**config.mk**
```make
export PLATFORM = sky130hd
export DESIGN_NAME = fetch_unit
export DESIGN_NICKNAME = d
export VERILOG_FILES = /design/src/rtl/fetch_unit.sv
export SDC_FILE = /design/constraint.sdc
export NUM_CORES = 1
export LEC_CHECK = 0
export ABC_CLOCK_PERIOD_IN_PS = 4100
export CAP_MARGIN = 20
export CORE_MARGIN = 1
export CORE_UTILIZATION = 30
export CTS_BUF_LIST = sky130_fd_sc_hd__clkbuf_4
export DETAILED_ROUTE_END_ITERATION = 8
export PLACE_DENSITY = 0.54
export SYNTH_ARGS = -nofsm -noshare
export SYNTH_HDL_FRONTEND = slang
export SYNTH_SLANG_ARGS = --single-unit
```
**constraint.sdc**
```tcl
create_clock -name clk -period 4.1 [get_ports clk]
set_input_delay 0.41 -clock clk [delete_from_list [all_inputs] [get_ports clk]]
set_output_delay 0.41 -clock clk [all_outputs]
set_load 0.05 [all_outputs]
```
**src/rtl/fetch_unit.sv**
```systemverilog
// fetch_unit: instruction fetch stage. Word-addressed PC, req/gnt instruction
// memory interface with in-order responses, DEPTH-entry prefetch queue with a
// registered head, and redirect handling that drops stale in-flight responses.
module fetch_unit #(
  parameter int          INSTR_W  = 17,
  parameter int          ADDR_W   = 16,
  parameter int          DEPTH    = 4,
  parameter int unsigned RESET_PC = 0
) (
  input  logic               clk,
  input  logic               reset,
  output logic               imem_req,
  output logic [ADDR_W-1:0]  imem_addr,
  input  logic               imem_gnt,
  input  logic               imem_rvalid,
  input  logic [INSTR_W-1:0] imem_rdata,
  input  logic               PCSrc,
  input  logic [ADDR_W-1:0]  redirect_pc,
  output logic               instr_valid,
  output logic [INSTR_W-1:0] instr,
  output logic [ADDR_W-1:0]  instr_pc,
  input  logic               instr_ready
);

  localparam int CW = $clog2(DEPTH) + 1;

  typedef enum logic [1:0] {BOOT, RUN, DRAIN} state_t;

  state_t             state;
  logic [ADDR_W-1:0]  fetch_pc, resp_pc;
  logic [CW-1:0]      count, outstanding, drop_cnt;
  logic [INSTR_W-1:0] q_data [DEPTH];
  logic [ADDR_W-1:0]  q_pc   [DEPTH];

  logic [CW:0]   credit_used;
  logic          fire, resp, drop, push, pop;
  logic [CW-1:0] out_nxt, drop_nxt, wr_full;
  logic [CW-2:0] wr_idx;

  // Credit counts both buffered words and words still in flight, so every
  // granted request is guaranteed a queue slot when it returns.
  assign credit_used = {1'b0, count} + {1'b0, outstanding};
  assign imem_req    = (state != BOOT) && (credit_used < (CW+1)'(DEPTH)) && !PCSrc;
  assign imem_addr   = fetch_pc;

  assign fire = imem_req && imem_gnt;
  // A response with nothing tracked belongs to requests abandoned by reset.
  assign resp = imem_rvalid && (outstanding != '0);
  assign drop = resp && (drop_cnt != '0);
  assign push = resp && (drop_cnt == '0) && !PCSrc;
  assign pop  = instr_valid && instr_ready;

  assign out_nxt  = outstanding + CW'(fire) - CW'(resp);
  // On redirect every request still in flight after this cycle is stale.
  assign drop_nxt = PCSrc ? out_nxt : (drop_cnt - CW'(drop));

  assign wr_full = pop ? (count - CW'(1)) : count;
  assign wr_idx  = wr_full[CW-2:0];

  assign instr_valid = (count != '0);
  assign instr       = q_data[0];
  assign instr_pc    = q_pc[0];

  // FSM: one boot cycle, then RUN, or DRAIN while stale responses remain.
  always_ff @(posedge clk) begin
    if (reset) begin
      state <= BOOT;
    end else begin
      case (state)
        BOOT, RUN, DRAIN: state <= (drop_nxt != '0) ? DRAIN : RUN;
        default:          state <= BOOT;
      endcase
    end
  end

  // Fetch/response address tracking and in-flight bookkeeping.
  always_ff @(posedge clk) begin
    if (reset) begin
      fetch_pc    <= ADDR_W'(RESET_PC);
      resp_pc     <= ADDR_W'(RESET_PC);
      outstanding <= '0;
      drop_cnt    <= '0;
    end else begin
      outstanding <= out_nxt;
      drop_cnt    <= drop_nxt;
      if (PCSrc) begin
        fetch_pc <= redirect_pc;
        resp_pc  <= redirect_pc;
      end else begin
        if (fire) fetch_pc <= fetch_pc + ADDR_W'(1);
        if (push) resp_pc  <= resp_pc + ADDR_W'(1);
      end
    end
  end

  // Shift queue: entry 0 is the registered head; push lands after the last
  // valid entry (one slot lower when a pop shifts the queue this cycle).
  always_ff @(posedge clk) begin
    if (reset) begin
      count <= '0;
      for (int i = 0; i < DEPTH; i++) begin
        q_data[i] <= '0;
        q_pc[i]   <= '0;
      end
    end else if (PCSrc) begin
      count <= '0;
    end else begin
      count <= count + CW'(push) - CW'(pop);
      if (pop) begin
        for (int i = 0; i < DEPTH-1; i++) begin
          q_data[i] <= q_data[i+1];
          q_pc[i]   <= q_pc[i+1];
        end
      end
      if (push) begin
        q_data[wr_idx] <= imem_rdata;
        q_pc[wr_idx]   <= resp_pc;
      end
    end
  end

endmodule
```
# Word-level counts from Yosys, hierarchy flattened
# Memory sizes are Yosys's and may differ from the RTL's.
# Index checks and enable logic that the tools add are counted.
[word_totals]
ff_bits = 43
ramBits = 132
in_bits = 39
wordCells = 79
memories = 2
[mem_list]
columns = ["name", "words", "width", "rd", "rd_ports_with_merged_regs", "wr", "line_no", "rtl"]
rows = [
  ["q_data", 4, 17, 4, 0, 4, "32", "logic [INSTR_W-1:0] q_data [DEPTH];"],
  ["q_pc", 4, 16, 4, 0, 4, "33", "logic [ADDR_W-1:0] q_pc [DEPTH];"],
]
[op_classes]
addsub = 9
n_lt_le_gt_ge = 1
n_eq_ne = 2
mux = 29
n_bitwise = 7
reduce_logical = 23
[ops]
columns = ["operator", "n"]
rows = [
  ["2-to-1 mux 16 bit", 8],
  ["2-to-1 mux 17 bit", 4],
  ["adder 16 x 1 -> 16 bit (second input constant)", 2],
  ["OR reduction 17 bit", 1],
  ["OR reduction 16 bit", 1],
  ["2-to-1 mux 1 bit", 12],
  ["nonzero test 3 bit", 4],
  ["subtractor 3 x 1 -> 3 bit", 3],
  ["logical AND 1 bit", 8],
  ["2-to-1 mux 2 bit", 4],
  ["adder 3 x 1 -> 3 bit", 2],
  ["bitwise OR 1 bit", 6],
  ["nonzero test 2 bit", 3],
  ["adder 3 x 3 -> 4 bit", 1],
  ["less-than comparator 4 x 3 -> 1 bit (second input constant)", 1],
  ["OR reduction 2 bit", 2],
  ["zero test 3 bit", 1],
  ["2-to-1 mux 3 bit", 1],
  ["OR reduction 3 bit", 1],
  ["== test 2 x 1 -> 1 bit (second input constant)", 1],
  ["== test 2 bit (second input constant)", 1],
  ["zero test 2 bit", 1],
  ["subtractor 2 x 1 -> 2 bit (second input constant)", 1],
  ["zero test 1 bit", 1],
  ["inverter 1 bit", 1],
]

# Longest topological paths before layout
[depth]
ltp_word = 10
ltp_mapped = 14
depth_no_buf = 13

# Worst setup path before layout
# OpenSTA, ideal clock, no wires.
[synth_timing]
path_kind = "register to register"
from = "register count[1]"
to = "memory q_data[1][0] (enable)"
arrival_ns = 2.713
required_ns = 3.705
setup_slack_ns = 0.992
stages_incl_launch_ff = 9
path_buffers = 1
period_less_slack_ns = 3.108
cell_sequence = "dfxtp_1 > inv_1 > ha_1 > nor2b_1 > clkbuf_1 > inv_1 > nand4_1 > a21oi_4 > nand2b_1"
[synth_lines]
columns = ["element", "line_no", "rtl"]
rows = [
  ["start, declared", "31", "logic [CW-1:0] count, outstanding, drop_cnt;"],
  ["start signal, assigned", "108", "count <= count + CW'(push) - CW'(pop);"],
  ["end, declared", "32", ""],
]

# Worst setup path in the final report
[layout_timing]
from = "register count[1]"
to = "register state[1]"
[layout_between]
elab_chain_cells = 10
[layout_rtl]
columns = ["element", "line_no", "rtl"]
rows = [
  ["adder 3 x 3 -> 4 bit", "42", "assign credit_used = {1'b0, count} + {1'b0, outstanding};"],
  ["less-than comparator 4 x 3 -> 1 bit", "43", "assign imem_req = (state != BOOT) && (credit_used < (CW+1)'(DEPTH)) && !PCSrc;"],
  ["logical AND 1 bit (2 in series)", "43", ""],
  ["logical AND 1 bit", "46", "assign fire = imem_req && imem_gnt;"],
  ["adder 3 x 1 -> 3 bit", "53", "assign out_nxt = outstanding + CW'(fire) - CW'(resp);"],
  ["subtractor 3 x 1 -> 3 bit", "53", ""],
  ["2-to-1 mux 3 bit", "55", "assign drop_nxt = PCSrc ? out_nxt : (drop_cnt - CW'(drop));"],
  ["nonzero test 3 bit", "70", "BOOT, RUN, DRAIN: state <= (drop_nxt != '0) ? DRAIN : RUN;"],
  ["2-to-1 mux 2 bit", "70", ""],
  ["end signal, assigned", "70", ""],
  ["end, declared", "29", "state_t state;"],
]
# No other way between the ends.
# A chain may end at the register's enable or synchronous reset.

==> metrics.cfg <==
[synth]
synth.cells.most_frequent = sky130_fd_sc_hd__edfxtp_1, sky130_fd_sc_hd__nand2_1, sky130_fd_sc_hd__mux2i_1
ys_ff_latch = 175
count_of_flip_flops_with_a_built_in_enable_after_synthesis = 132
syn_area_um2 = 8430
syn-instance-count = 721
synthesis.nets = 773
synth_area_leaders = sky130_fd_sc_hd__edfxtp_1, sky130_fd_sc_hd__mux2i_1, sky130_fd_sc_hd__dfxtp_1
ys_warn_count = 0
yosys.area.top_type = sky130_fd_sc_hd__edfxtp_1
synthMostInstantiatedCell = sky130_fd_sc_hd__edfxtp_1
seq_area_frac_synth = 0.572
synth_area_per_inst_um2 = 11.7
yosysTopAreaCellShare = 0.470
yosysUniqueCellTypes = 51
synthArstFlopShare = 0
dominantRegCellSynth = sky130_fd_sc_hd__edfxtp_1

[sta]
fin_skew_ns = 0.0243
setup_viol = 0
max_freq_mhz = 328
tightest_slew_ns = 0.896
post-route-period-util = 0.745
slew_headroom = 0.403
setup_repair_after_global_routing_missed_its_margin = false
final_hold_viol_count = 0
final_period_minus_worst_setup_slack_ns = 3.05
timing_max_transition_violations_final = 0
timing.setup.tns_ns = 0
hold_ws_ns = 0.468

[placement]
buffer_ports.inserted = 89
placed_area_um2 = 9670
hpwl_after_detailed_placement_um = 11700
globalplace.congestion = 0.745
placed_cells = 1161

[route]
detail_route.drc_violations = 0
post_drt_via_cell_ratio = 4.56
drtIter0Drc = 359
drt-wirelength-per-cell_um = 15.1
detailroute.via_count = 5448
drtAntennaViolNets = 0
firstDrtPassIters = 6
detail_route.wirelength_um = 18100

[status]
status = finished, final reports clean

[cts]
post_cts.resized_instances = 0
clockRootBuffer = sky130_fd_sc_hd__clkbuf_4
hold_fix_buffers_at_cts = 0
cts_max_path_buffers = 2
cts-buffers-inserted = 17
cts_post_setup_buffers_inserted = 0
h-tree-depth = 4
worstSkewPairLatency_ns = 0.57
cts_clk_pin_slew_worst_paths_ns = 0.15
tritoncts = yes
tritoncts_num_sinks = 175

[global_routing]
track_usage = 0.132
grt_pass1_vias = 5453
grt_max_degree = 53
antenna_found_initial = 1
first_pass_grt_wire_length_um = 29600
total_grt_overflow = 0

[power_and_ir_drop]
power.leakage_nw = 3.37
max-vdd-ir-drop_v = 0.000237
power.density_nw_per_um2 = 404
p_total_mw = 4.04

[worst_setup_path]
worstRegToRegCells = 14
path_depth = 14
path_buf_inv = 4
r2r_end = state[1]
critical-path-top-cell-by-count = sky130_fd_sc_hd__ha_1
crit_chain = ha_1 > nor4_4 > and4_1 > buf_4 > inv_2 > ha_1 > inv_1 > ha_1 > inv_1 > fa_1 > xnor3_1 > mux2i_1 > a21oi_1 > nor2_1
slowest_stage = sky130_fd_sc_hd__dfxtp_1
worst-path-max-fanout = 20
r2r_start = count[1]
worst_ep_required_time_ns = 4.60
critical_path.top_delay_family = adder cells
ff2ff_setup_slack_ns = 1.05
worstSetupStartpoint = count[1]
data_arrival_time_of_the_worst_path_ns = 3.55
worst_setup_path_endpoint = state[1]
worstSetupPathType = reg2reg
worst_setup_path_end_kind = flop
critical_path.startpoint_type = flop
worst_path_largest_cell_delay_ns = 0.41

[run]
maxCapViolations = 0

[finish]
drive_above_1_share = 0.0761
final.fill_count = 2717
nNetsFinal = 854
stdcell_area_um2 = 9990
layoutNonFillerInstCount = 1195
syn_to_final_growth_pct = 18.5

[floorplan]
placeableCoreArea_um2 = 27700
floorplan.die.height_um = 170
floorplan.die_area_um2 = 28800
io_pins = 90
floorplan.rows = 61
initial_util = 0.304
chip_width_um = 170

[worst_hold_path]
timing.hold.worst.class = in2reg

## layout make-up
cell class,count,area (um2),share of cell area
Inverter,49,184,0.0184
Antenna cell,2,5.00,0.000501
Sequential cell,175,4820,0.483
Tap cell,378,473,0.0473
Clock buffer,19,143,0.0143
Clock inverter,13,175,0.0175
Multi-Input combinational cell,458,3200,0.320
Timing Repair Buffer,101,993,0.0994
## worst min-delay path by stage
stage	from	end	slack (ns)	cells after the start
after floorplan	resp_pc[14]	resp_pc[14]	0.49	2
after global placement	imem_addr[10]	imem_addr[10]	0.51	2
after CTS	redirect_pc[0]	imem_addr[0]	0.40	3
after detailed placement	state[1]	state[1]	0.52	2
final	redirect_pc[0]	imem_addr[0]	0.47	3
after global routing	redirect_pc[14]	imem_addr[14]	0.45	3
## metal layers
layer / vias up / track usage / part of all wire
met1: 2573 / 0.189 / 0.51
met4: 0 / 0.0341 / 0.0085
met3: 8 / 0.0315 / 0.041
met5: - / 0 / 0
li1: 2759 / - / -
met2: 108 / 0.200 / 0.44
## worst reg2reg max path: cells and delay by family (launching register included)
kind	cells	cell delay, ns
AOI/OAI and AO/OA	1	0.07
xor gates and xnor gates	1	0.21
adders and majority gates	4	1.06
buffers and inverters	4	0.46
DFF	1	0.41
muxes	1	0.21
and+or+nand+nor	3	0.57
## state kept, by name, indices dropped and copies added, names as in the netlist
register,cells
count,3
drop_cnt,3
imem_addr,16
outstanding,3
q_data,68
q_pc,64
resp_pc,16
state,2
## where the power goes
group	switching, mW	internal (mW)	total (mW)
clock	0.641	0.453	1.09
sequential	0.0873	2.05	2.14
combinational	0.512	0.296	0.808
total	1.24	2.80	4.04
## layout by cell type, fill, tap and decap left out, types with 3 or more instances in the layout
master	count
sky130_fd_sc_hd__or3_1	4
sky130_fd_sc_hd__a311oi_1	7
sky130_fd_sc_hd__or4_1	5
sky130_fd_sc_hd__a21oi_4	3
sky130_fd_sc_hd__dfxtp_1	43
sky130_fd_sc_hd__mux2i_1	102
sky130_fd_sc_hd__a31oi_1	7
sky130_fd_sc_hd__ha_1	11
sky130_fd_sc_hd__nand2_1	124
sky130_fd_sc_hd__o21ai_0	7
sky130_fd_sc_hd__nor3_1	8
sky130_fd_sc_hd__bufinv_16	3
sky130_fd_sc_hd__clkbuf_4	19
sky130_fd_sc_hd__and3_1	9
sky130_fd_sc_hd__nand4_1	14
sky130_fd_sc_hd__o21bai_1	5
sky130_fd_sc_hd__clkdlybuf4s50_1	89
sky130_fd_sc_hd__and2_1	36
sky130_fd_sc_hd__edfxtp_1	132
sky130_fd_sc_hd__buf_4	11
sky130_fd_sc_hd__a211oi_1	7
sky130_fd_sc_hd__nor2_1	15
sky130_fd_sc_hd__nand2b_2	3
sky130_fd_sc_hd__nand3_1	11
sky130_fd_sc_hd__o31a_1	4
sky130_fd_sc_hd__o311ai_0	3
sky130_fd_sc_hd__inv_6	6
sky130_fd_sc_hd__o211ai_1	6
sky130_fd_sc_hd__and4_1	8
sky130_fd_sc_hd__nor2b_1	8
sky130_fd_sc_hd__xnor2_1	11
sky130_fd_sc_hd__inv_1	47
sky130_fd_sc_hd__a21oi_1	13
## cell families after synthesis
logic type      count (synthesis)  synth area share
fa+ha+maj                      13            0.0211
buf+inv                        88            0.0506
xor+xnor                       12            0.0141
mux                           104             0.124
simple gates                  255             0.153
flops                         175             0.572
compound gates                 74            0.0659
## through the flow
stage	setup WS, ns	util
2_1_floorplan	0.992	-
3_3_place_gp	0.816	0.349
3_5_place_dp	0.782	0.349
4_1_cts	1.02	0.361
5_1_grt	0.775	0.361
6_report	1.05	0.361
Note: power is estimated with default switching activity, not from simulation.
